File: src/rtl/hex_word_input_pkg.sv
// Shared I/O controller constants: handshake FSM encodings and word geometry.
package hex_word_input_pkg;

    localparam int DIGIT_W = 4;
    localparam int WORD_W  = 32;

    typedef enum logic [1:0] {
        ST_IDLE    = 2'd0,
        ST_COLLECT = 2'd1,
        ST_DONE    = 2'd2
    } stateT;

endpackage

File: src/rtl/key_debounce.sv
// Active-low pushbutton conditioner: 2-flop synchroniser, stability counter,
// and a one-cycle pulse when the accepted level goes from released to pressed.
module key_debounce #(
    parameter int DEBOUNCE_CYCLES = 500000
) (
    input  logic CLOCK_50,
    input  logic resetIn,
    input  logic rawKey,
    output logic pressPulse
);

    localparam int CNT_W = $clog2(DEBOUNCE_CYCLES + 1);

    logic             syncMeta;
    logic             syncKey;
    logic             stableLevel;
    logic [CNT_W-1:0] stableCount;

    always_ff @(posedge CLOCK_50 or negedge resetIn) begin
        if (!resetIn) begin
            syncMeta    <= 1'b1;
            syncKey     <= 1'b1;
            stableLevel <= 1'b1;
            stableCount <= '0;
            pressPulse  <= 1'b0;
        end else begin
            syncMeta   <= rawKey;
            syncKey    <= syncMeta;
            pressPulse <= 1'b0;
            if (syncKey == stableLevel) begin
                stableCount <= '0;
            end else if (stableCount == CNT_W'(DEBOUNCE_CYCLES)) begin
                // Accept the new level; only a release-to-press change is an event.
                stableLevel <= syncKey;
                stableCount <= '0;
                pressPulse  <= ~syncKey;
            end else begin
                stableCount <= stableCount + 1'b1;
            end
        end
    end

endmodule

File: src/rtl/hex_word_input.sv
// Collects a word as hex digits keyed in MSB-first, returned to the requester
// over a four-phase enable/acknowledge handshake.
module hex_word_input
    import hex_word_input_pkg::*;
#(
    parameter int DEBOUNCE_CYCLES = 500000,
    parameter int NUM_DIGITS      = 8
) (
    input  logic               CLOCK_50,
    input  logic               resetIn,
    input  logic               enable,
    output logic               acknowledge,
    input  logic [DIGIT_W-1:0] hexIn,
    input  logic               keyEnter,
    input  logic               keyBack,
    output logic [WORD_W-1:0]  dataOut,
    output logic [3:0]         digitCount,
    output logic               busy
);

    logic enterPulse;
    logic backPulse;

    key_debounce #(.DEBOUNCE_CYCLES(DEBOUNCE_CYCLES)) enterDebounce (
        .CLOCK_50  (CLOCK_50),
        .resetIn   (resetIn),
        .rawKey    (keyEnter),
        .pressPulse(enterPulse)
    );

    key_debounce #(.DEBOUNCE_CYCLES(DEBOUNCE_CYCLES)) backDebounce (
        .CLOCK_50  (CLOCK_50),
        .resetIn   (resetIn),
        .rawKey    (keyBack),
        .pressPulse(backPulse)
    );

    stateT             stateReg, stateNext;
    logic [WORD_W-1:0] dataReg, dataNext;
    logic [3:0]        countReg, countNext;
    logic              ackReg, busyReg;

    always_ff @(posedge CLOCK_50 or negedge resetIn) begin
        if (!resetIn) begin
            stateReg <= ST_IDLE;
            dataReg  <= '0;
            countReg <= '0;
            ackReg   <= 1'b0;
            busyReg  <= 1'b0;
        end else begin
            stateReg <= stateNext;
            dataReg  <= dataNext;
            countReg <= countNext;
            // Flags track the state flops exactly, with no path from enable to the pins.
            ackReg   <= (stateNext == ST_DONE);
            busyReg  <= (stateNext == ST_COLLECT);
        end
    end

    always_comb begin
        stateNext = stateReg;
        dataNext  = dataReg;
        countNext = countReg;
        case (stateReg)
            ST_IDLE: begin
                if (enable) begin
                    stateNext = ST_COLLECT;
                    dataNext  = '0;
                    countNext = '0;
                end
            end
            ST_COLLECT: begin
                if (!enable) begin
                    stateNext = ST_IDLE;
                    dataNext  = '0;
                    countNext = '0;
                end else if (enterPulse && !backPulse) begin
                    dataNext  = {dataReg[WORD_W-DIGIT_W-1:0], hexIn};
                    countNext = countReg + 4'd1;
                    if (countReg + 4'd1 == 4'(NUM_DIGITS)) begin
                        stateNext = ST_DONE;
                    end
                end else if (backPulse && !enterPulse && countReg != 4'd0) begin
                    dataNext  = {{DIGIT_W{1'b0}}, dataReg[WORD_W-1:DIGIT_W]};
                    countNext = countReg - 4'd1;
                end
            end
            ST_DONE: begin
                if (!enable) begin
                    stateNext = ST_IDLE;
                end
            end
            default: begin
                stateNext = ST_IDLE;
                dataNext  = '0;
                countNext = '0;
            end
        endcase
    end

    assign acknowledge = ackReg;
    assign busy        = busyReg;
    assign dataOut     = dataReg;
    assign digitCount  = countReg;

endmodule

File: config.mk
export PLATFORM = sky130hd
export DESIGN_NAME = hex_word_input
export DESIGN_NICKNAME = d
export VERILOG_FILES = /design/src/rtl/hex_word_input_pkg.sv /design/src/rtl/key_debounce.sv /design/src/rtl/hex_word_input.sv
export SDC_FILE = /design/constraint.sdc
export NUM_CORES = 1
export LEC_CHECK = 0
export BUFFER_PORTS_ARGS = -buffer_cell sky130_fd_sc_hd__buf_2
export CORE_MARGIN = 1
export CORE_UTILIZATION = 58
export DETAILED_ROUTE_END_ITERATION = 6
export HOLD_SLACK_MARGIN = 0.02
export PLACE_DENSITY = 0.91
export SKIP_CTS_REPAIR_TIMING = 1
export SYNTH_ARGS = -nofsm -noshare
export SYNTH_HDL_FRONTEND = slang
export SYNTH_SLANG_ARGS = --single-unit
File: constraint.sdc
create_clock -name CLOCK_50 -period 2.5 [get_ports CLOCK_50]
set_input_delay 0.125 -clock CLOCK_50 [delete_from_list [all_inputs] [get_ports CLOCK_50]]
set_output_delay 0.125 -clock CLOCK_50 [all_outputs]
set_load 0.005 [all_outputs]
==> impl_results.md, run 1 <==
- Row cnt: 30
- Cells after synthesis: ~420
- Critical path type: reg2reg
- Vias per cell: between 6 and 7
- FILL cells: approximately 480
- Synth-to-layout area growth: 13.5%
- Finished Cell Area: 4850 sq um
- DP HPWL: 6020 microns
- DRT Pass-1 Iters: 4
- Fin crit share: ~87%
- Initial Util: 61.6%
- Max Cap Violations: 0
- Fmax: between 0.4 and 0.5 GHz
- Fin. max-slew vios: 0
- Max-slew headroom: between 50% and 60%
- Crit path depth: 4
- Post-synthesis cell area: between 4000 and 5000 sq um
- Layout cells sized above 1: a little under a fifth
- DRC Markers: 0
- CTS tree: done
- DR WL/cell: ~16 microns
- GRT Total Usage: 25.3%
- FF-to-FF path depth: 4
- Ranking of synthesized cells by area: dfrtp_1 (47%), mux2i_1 (6.3%), o31ai_1 (6.0%), o21ai_0 (4.0%), dfstp_2 (3.7%)
- Chip height: between 80 and 90 microns
- Synth Warn #: 0
- First-pass GRT wire length: about 15000 microns
- Setup Viol. Count Final: 0
- Arrival time at the worst endpoint: 2.39 ns
- Unrepaired setup endpoints after global routing: false
- Ant. Diodes: 0
- Crit Path Max Fanout: 19
- Core ar.: around 6900 sq um
- Type of the worst min-delay path: in2reg
- Post-Layout Cell Count: 561
- Synthesized area per cell: approximately 10 sq um
- NumNets Final: ~480
- Status: finished clean
- Leak: 2.06 nW
- Tightest Pin Transition: 0.666 ns
- Synth area leader: dfrtp_1
- Input/output buffers: 46
- DP Area: around 4600 sq um
- Cell Pwr Density: 528 nW/um^2
- 1st-iter DRT viols: 253
- Fin. Hold Viols: 0
- Clk_skew: around 0.012 ns
- Setup slack after layout: 0.333 ns
- Hold path cells: 3
- Buf/Inv on CP: 0
- Startpoint Class: register
- DIE AREA: roughly 7700 sq um
- Synth Register Bits: 86
- Largest net degree at the start of global routing: between 50 and 60
- Vias in the first global route: 3269
- Initial antenna violation count: 0
- Sink Count: 86
- Share of the synthesized area in the top cell type: 46.8%
- DRT antenna net count: 0
- CP Cell Sequence: or4b_1, or4_4, o21ai_4, nor2_1
- Num ports: 47
- Vias: ~3400
- Max IR drop VDD: around 0.28 mV
- Clk slew on worst S/H paths: 0.08 ns
- Die width: 87.9 microns
- Tmin final: 2.17 ns
- Max clock buf depth: 2
- Synth cell types: 50
- Setup tns final: 0 ns
- Sequential share of the synthesized area: about half
- H-tree Lvls: 3
- Crit-path slowest cell: or4b_1
- Clock buffer count from CTS: 9
- CP max stage delay: 0.53 ns
- Worst path required time: roughly 2.7 ns
- Global placer's final weighted congestion: around 0.8
- Post-synthesis net count: between 400 and 500
- CTS root buffer: clkbuf_8
- Clock Latency Late Sink: 0.36 ns
- Crit. End Element: register
- Cell total after placement: between 500 and 600
- Total wire length: approximately 9100 microns
- CP delay by family, top: simple AND/OR/NAND/NOR gates
- Grt ovf: 0
- Setup Slack @ Placement: between 0.3 and 0.4 ns
[per-layer routing]
layer  track usage [%]  routed length [microns]  up-vias
met5                 0                        0        -
met4              13.4                      216        0
met3              5.00                      473       21
met2              41.3                     4560      103
met1              31.9                     3850     1674
li1                  -                        -     1588
[worst min-delay path, cell delays in order]
cell     delay, ns
buf_2         0.09
mux2i_1       0.12
o31ai_1       0.07
[report_power, final]
part | total, W | internal (W) | switching (W)
sequential | 0.00143 | 0.00141 | 0.0000211
combinational | 0.000156 | 0.0000519 | 0.000105
clock | 0.000975 | 0.000465 | 0.000510
total | 0.00256 | 0.00193 | 0.000636
[metrics by stage]
step                utilization [%]  hold WS, ns  power [W]
floorplan                         -       -0.171    0.00154
global placement               66.5        0.110    0.00160
detailed placement             66.5        0.115    0.00161
CTS                            69.3       -0.281    0.00258
global route                   69.9       0.0919    0.00267
finish                         69.9       0.0960    0.00256
[placed cells by master, fill, tap and decap left out, drive strengths merged, types with 15 or more instances in the layout]
cell / instances
dfrtp: 80
nand3: 16
nor2: 37
mux2i: 27
inv: 16
o21ai: 35
buf: 54
o31ai: 34
nand2: 15
xor2: 15
[flip-flops by register name, summed over array words and instances (netlist names), 2 cells and up]
name                       count
dataOut                       32
enterDebounce.stableCount     19
backDebounce.stableCount      19
stateReg                       2
digitCount                     4
[worst paths after layout]
check	slack, ns	start	endpoint
setup / recovery	0.33	backDebounce.stableCount[3]	backDebounce.stableCount[3]
hold / removal	0.1	hexIn[1]	dataOut[1]
setup reg to reg	0.33	backDebounce.stableCount[3]	backDebounce.stableCount[3]
hold reg to reg	0.36	backDebounce.syncMeta	backDebounce.syncKey
max in group asynchronous	1.57	resetIn	backDebounce.syncMeta
min in group asynchronous	0.25	resetIn	stateReg[1]
[synth_stat cells (all sizes together)]
master  instances
nor4            5
or2             3
a41o            1
o21a            2
a211o           1
buf             8
o311ai          1
xnor2          13
or3b            1
nand2b          4
and3            3
a21o            1
dfrtp          80
a21oi          13
dfstp           6
o31ai          34
clkbuf         17
inv            15
nor4b           4
nand3b          2
ha              7
mux2i          27
o211ai          1
nor3b           2
nand4           9
or4             8
and4            3
nand3          16
nor2           37
nor2b           4
o21ai          35
or4b            2
mux2            2
xor2           15
and2            2
a22o            4
nor3            4
nand2          15
o22ai           3
or3             5
a211oi          1
[kinds of logic (layout without fill, tap and decap cells)]
family / count (synthesis) / in the layout / synth area share [%]
adder cells (fa/ha/maj): 7 / 7 / 2.05
buffers and inverters: 40 / 89 / 3.89
multiplexers: 29 / 29 / 6.85
flip-flops: 86 / 86 / 50.5
AO/OA/AOI/OAI: 97 / 97 / 14.6
XOR/XNOR: 28 / 28 / 5.73
AND/OR/NAND/NOR: 129 / 129 / 16.4
[layout make-up]
cell class                      count  area [sq um]  share of cell area [%]
Sequential cell                    86          2160                    44.5
Clock buffer                        9           124                    2.55
Inverter                           15          56.3                    1.16
Timing Repair Buffer               58           358                    7.37
Tap cell                           96           120                    2.47
Multi-Input combinational cell    290          1960                    40.4
Clock inverter                      7          73.8                    1.52
Power figures use the tool's default switching activity.
==> inputs of run 2 (changes only) <==
--- a/config.mk
+++ b/config.mk
@@ -11,6 +11,7 @@
 export DETAILED_ROUTE_END_ITERATION = 6
 export HOLD_SLACK_MARGIN = 0.02
 export PLACE_DENSITY = 0.91
+export REMOVE_ABC_BUFFERS = 1
 export SKIP_CTS_REPAIR_TIMING = 1
 export SYNTH_ARGS = -nofsm -noshare
 export SYNTH_HDL_FRONTEND = slang
==> run 2 against run 1 <==
Largest power group unchanged. Worst setup slack improved by 0.055 ns. Largest cell class unchanged. Global-route usage shrank 1.5 points. Critical path type unchanged. Clock skew shrank 0.00079 ns. Clock power shrank 7.8%. The flow now finishes with violations (negative hold slack). Clock-buffer cell count rose by 1. Worst hold slack worse by 0.14 ns. Non-clock buffer count down 2. Sequential cell count unchanged.
==> impl_results.md, run 2 (same netlist as run 1, synthesis figures left out) <==
- CTS tree: done
- Unrepaired setup endpoints after global routing: false
- Largest register FFs: 32 (unchanged)
- Ant. Diodes: 0 (unchanged)
- DP Area: 4580 sq um (-0.70%)
- Arrival time at the worst endpoint: 2.33 ns (-0.06 ns)
- Clk_skew: 0.0110 ns (-0.000794 ns)
- Tmin final: 2.11 ns (-0.0553 ns)
- Fin. Hold Viols: 80 (+80)
- Die width: 87.9 microns (unchanged)
- Critical path type: reg2reg
- Status: complete, but fails checks
- DIE AREA: 7720 sq um (unchanged)
- First-pass GRT wire length: 14200 microns (-5.9%)
- Max IR drop VDD: 0.339 mV (+22%)
- Grt ovf: 0 (unchanged)
- Commonest non-fill, non-tap cell in the layout: dfrtp_1
- Cell Pwr Density: 517 nW/um^2 (-2.1%)
- NumNets Final: 474 (-0.42%)
- Chip height: 87.9 microns (unchanged)
- Vias in the first global route: 3077 (-5.9%)
- Num ports: 47 (unchanged)
- Initial Util: 61.6% (unchanged)
- DRT Pass-1 Iters: 4 (unchanged)
- Max Cap Violations: 0 (unchanged)
- H-tree Lvls: 3 (unchanged)
- Max-slew headroom: 30.9% (-25 points)
- Fmax: 0.473 GHz (+2.6%)
- Setup Viol. Count Final: 0 (unchanged)
- Core ar.: 6940 sq um (unchanged)
- Initial antenna violation count: 0 (unchanged)
- Total wire length: 8530 microns (-6.2%)
- Vias: 3377 (-0.27%)
- DRC Markers: 0 (unchanged)
- GRT Total Usage: 23.8% (-1.5 points)
- Max clock buf depth: 2 (unchanged)
- Setup slack after layout: 0.388 ns (+0.0553 ns)
- Tightest Pin Transition: 1.04 ns (+0.370 ns)
- Finished Cell Area: 4800 sq um (-1.2%)
- DRT antenna net count: 0 (unchanged)
- Startpoint Class: register
- 1st-iter DRT viols: 228 (-9.9%)
- Fin crit share: 84.5% (-2.2 points)
- Leak: 2.03 nW (-1.4%)
- R2r setup slk: 0.39 ns (+0.06 ns)
- Global placer's final weighted congestion: 0.864 (+6.2%)
- Clock Latency Late Sink: 0.36 ns (about the same)
- Fin. max-slew vios: 0 (unchanged)
- Sink Count: 86 (unchanged)
- Worst path required time: 2.72 ns (about the same)
- Layout cells sized above 1: 18.4% (-0.14 points)
- Failing checks: negative hold slack
- Type of the worst min-delay path: in2async
- DR WL/cell: 15.3 microns (-5.9%)
- FF-to-FF path depth: 4 (unchanged)
- Crit Path Max Fanout: 19 (unchanged)
- Worst reg2reg startpoint: backDebounce.stableCount[3]
- Setup Slack @ Placement: 0.381 ns (+0.0389 ns)
- CP Cell Sequence: or4b_1, or4_4, o21ai_4, nor2_1
- Clk slew on worst S/H paths: 0.09 ns (about the same)
- Clock buffer count from CTS: 9 (unchanged)
- CP max stage delay: 0.52 ns (about the same)
- Crit-path slowest cell: or4_4
- Synth-to-layout area growth: 12.2%
- Vias per cell: 6.04 (about the same)
- Row cnt: 30 (unchanged)
- DP HPWL: 5600 microns (-7.0%)
- Crit. End Element: register
- Input/output buffers: 46 (unchanged)
- R2r endpoint: backDebounce.stableCount[9]
- CTS root buffer: clkbuf_8
- Worst hold margin: -0.0460 ns (-0.142 ns)
- Setup tns final: 0 ns (unchanged)
- Largest net degree at the start of global routing: 87 (+67%)
- Most frequent cells in the layout: dfrtp_1 (80), buf_2 (45), nor2_1 (37)
==> run 2: changes by cell type in the layout (fill, tap and decap cells not counted) <==
cell / change
clkbuf_8: +1
buf_12: -2
clkinv_2: -1
clkinvlp_4: +1
dlygate4sd3_1: -1
buf_4: +1
bufinv_16: -1
==> run 2: per-stage QoR <==
stage / util [%] / std cells / total power (W) / hold slack [ns]
after CTS: 68.7 / 556 / 0.00249 / -0.145
after global placement: 66.0 / 540 / 0.00160 / 0.230
after detailed placement: 66.0 / 540 / 0.00160 / 0.233
final: 69.1 / 559 / 0.00248 / -0.0460
after floorplan: - / 391 / 0.00153 / -0.171
after global routing: 69.1 / 559 / 0.00258 / 0.0425
==> run 2: area by class of cell <==
| cell class | count | area (sq um) |
|---|---|---|
| multi-input cells | 290 | 1960 |
| clock inverters | 6 | 46.3 |
| inverters | 15 | 56.3 |
| clock buffers | 10 | 138 |
| flip-flops and latches | 86 | 2160 |
| fillers | 493 | 2150 |
| repair buffers | 56 | 315 |
| well taps | 96 | 120 |
==> run 2: worst max-delay path by stage <==
stage	startpoint	to	slack, ns	cells past startpoint
2_1_floorplan	backDebounce.pressPulse	dataOut[0]	-1.83	4
3_3_place_gp	backDebounce.stableCount[6]	backDebounce.stableCount[9]	0.42	4
3_5_place_dp	backDebounce.stableCount[3]	backDebounce.stableCount[13]	0.38	4
4_1_cts	backDebounce.stableCount[3]	backDebounce.stableCount[9]	0.38	4
5_1_grt	enterDebounce.stableCount[2]	enterDebounce.stableCount[16]	0.26	4
6_report	backDebounce.stableCount[3]	backDebounce.stableCount[9]	0.39	4
==> run 2: critical path, delay by kind of cell (launching register included) <==
family | cells | cell delay, ns
flip-flops | 1 | 0.43
AO/OA/AOI/OAI | 1 | 0.42
AND/OR/NAND/NOR | 3 | 1.14
==> run 2: metal layers <==
layer	share of wire, %	global-route usage, %
met4	1.6	8.94
met2	49	39.7
met5	0	0
met1	45	30.7
met3	4.8	4.81
==> run 2: power by group <==
group | switching (W) | total, W | internal (W)
Clock | 0.000506 | 0.000899 | 0.000393
Sequential | 0.0000219 | 0.00143 | 0.00141
Combinational | 0.000102 | 0.000149 | 0.0000468
Total | 0.000630 | 0.00248 | 0.00185
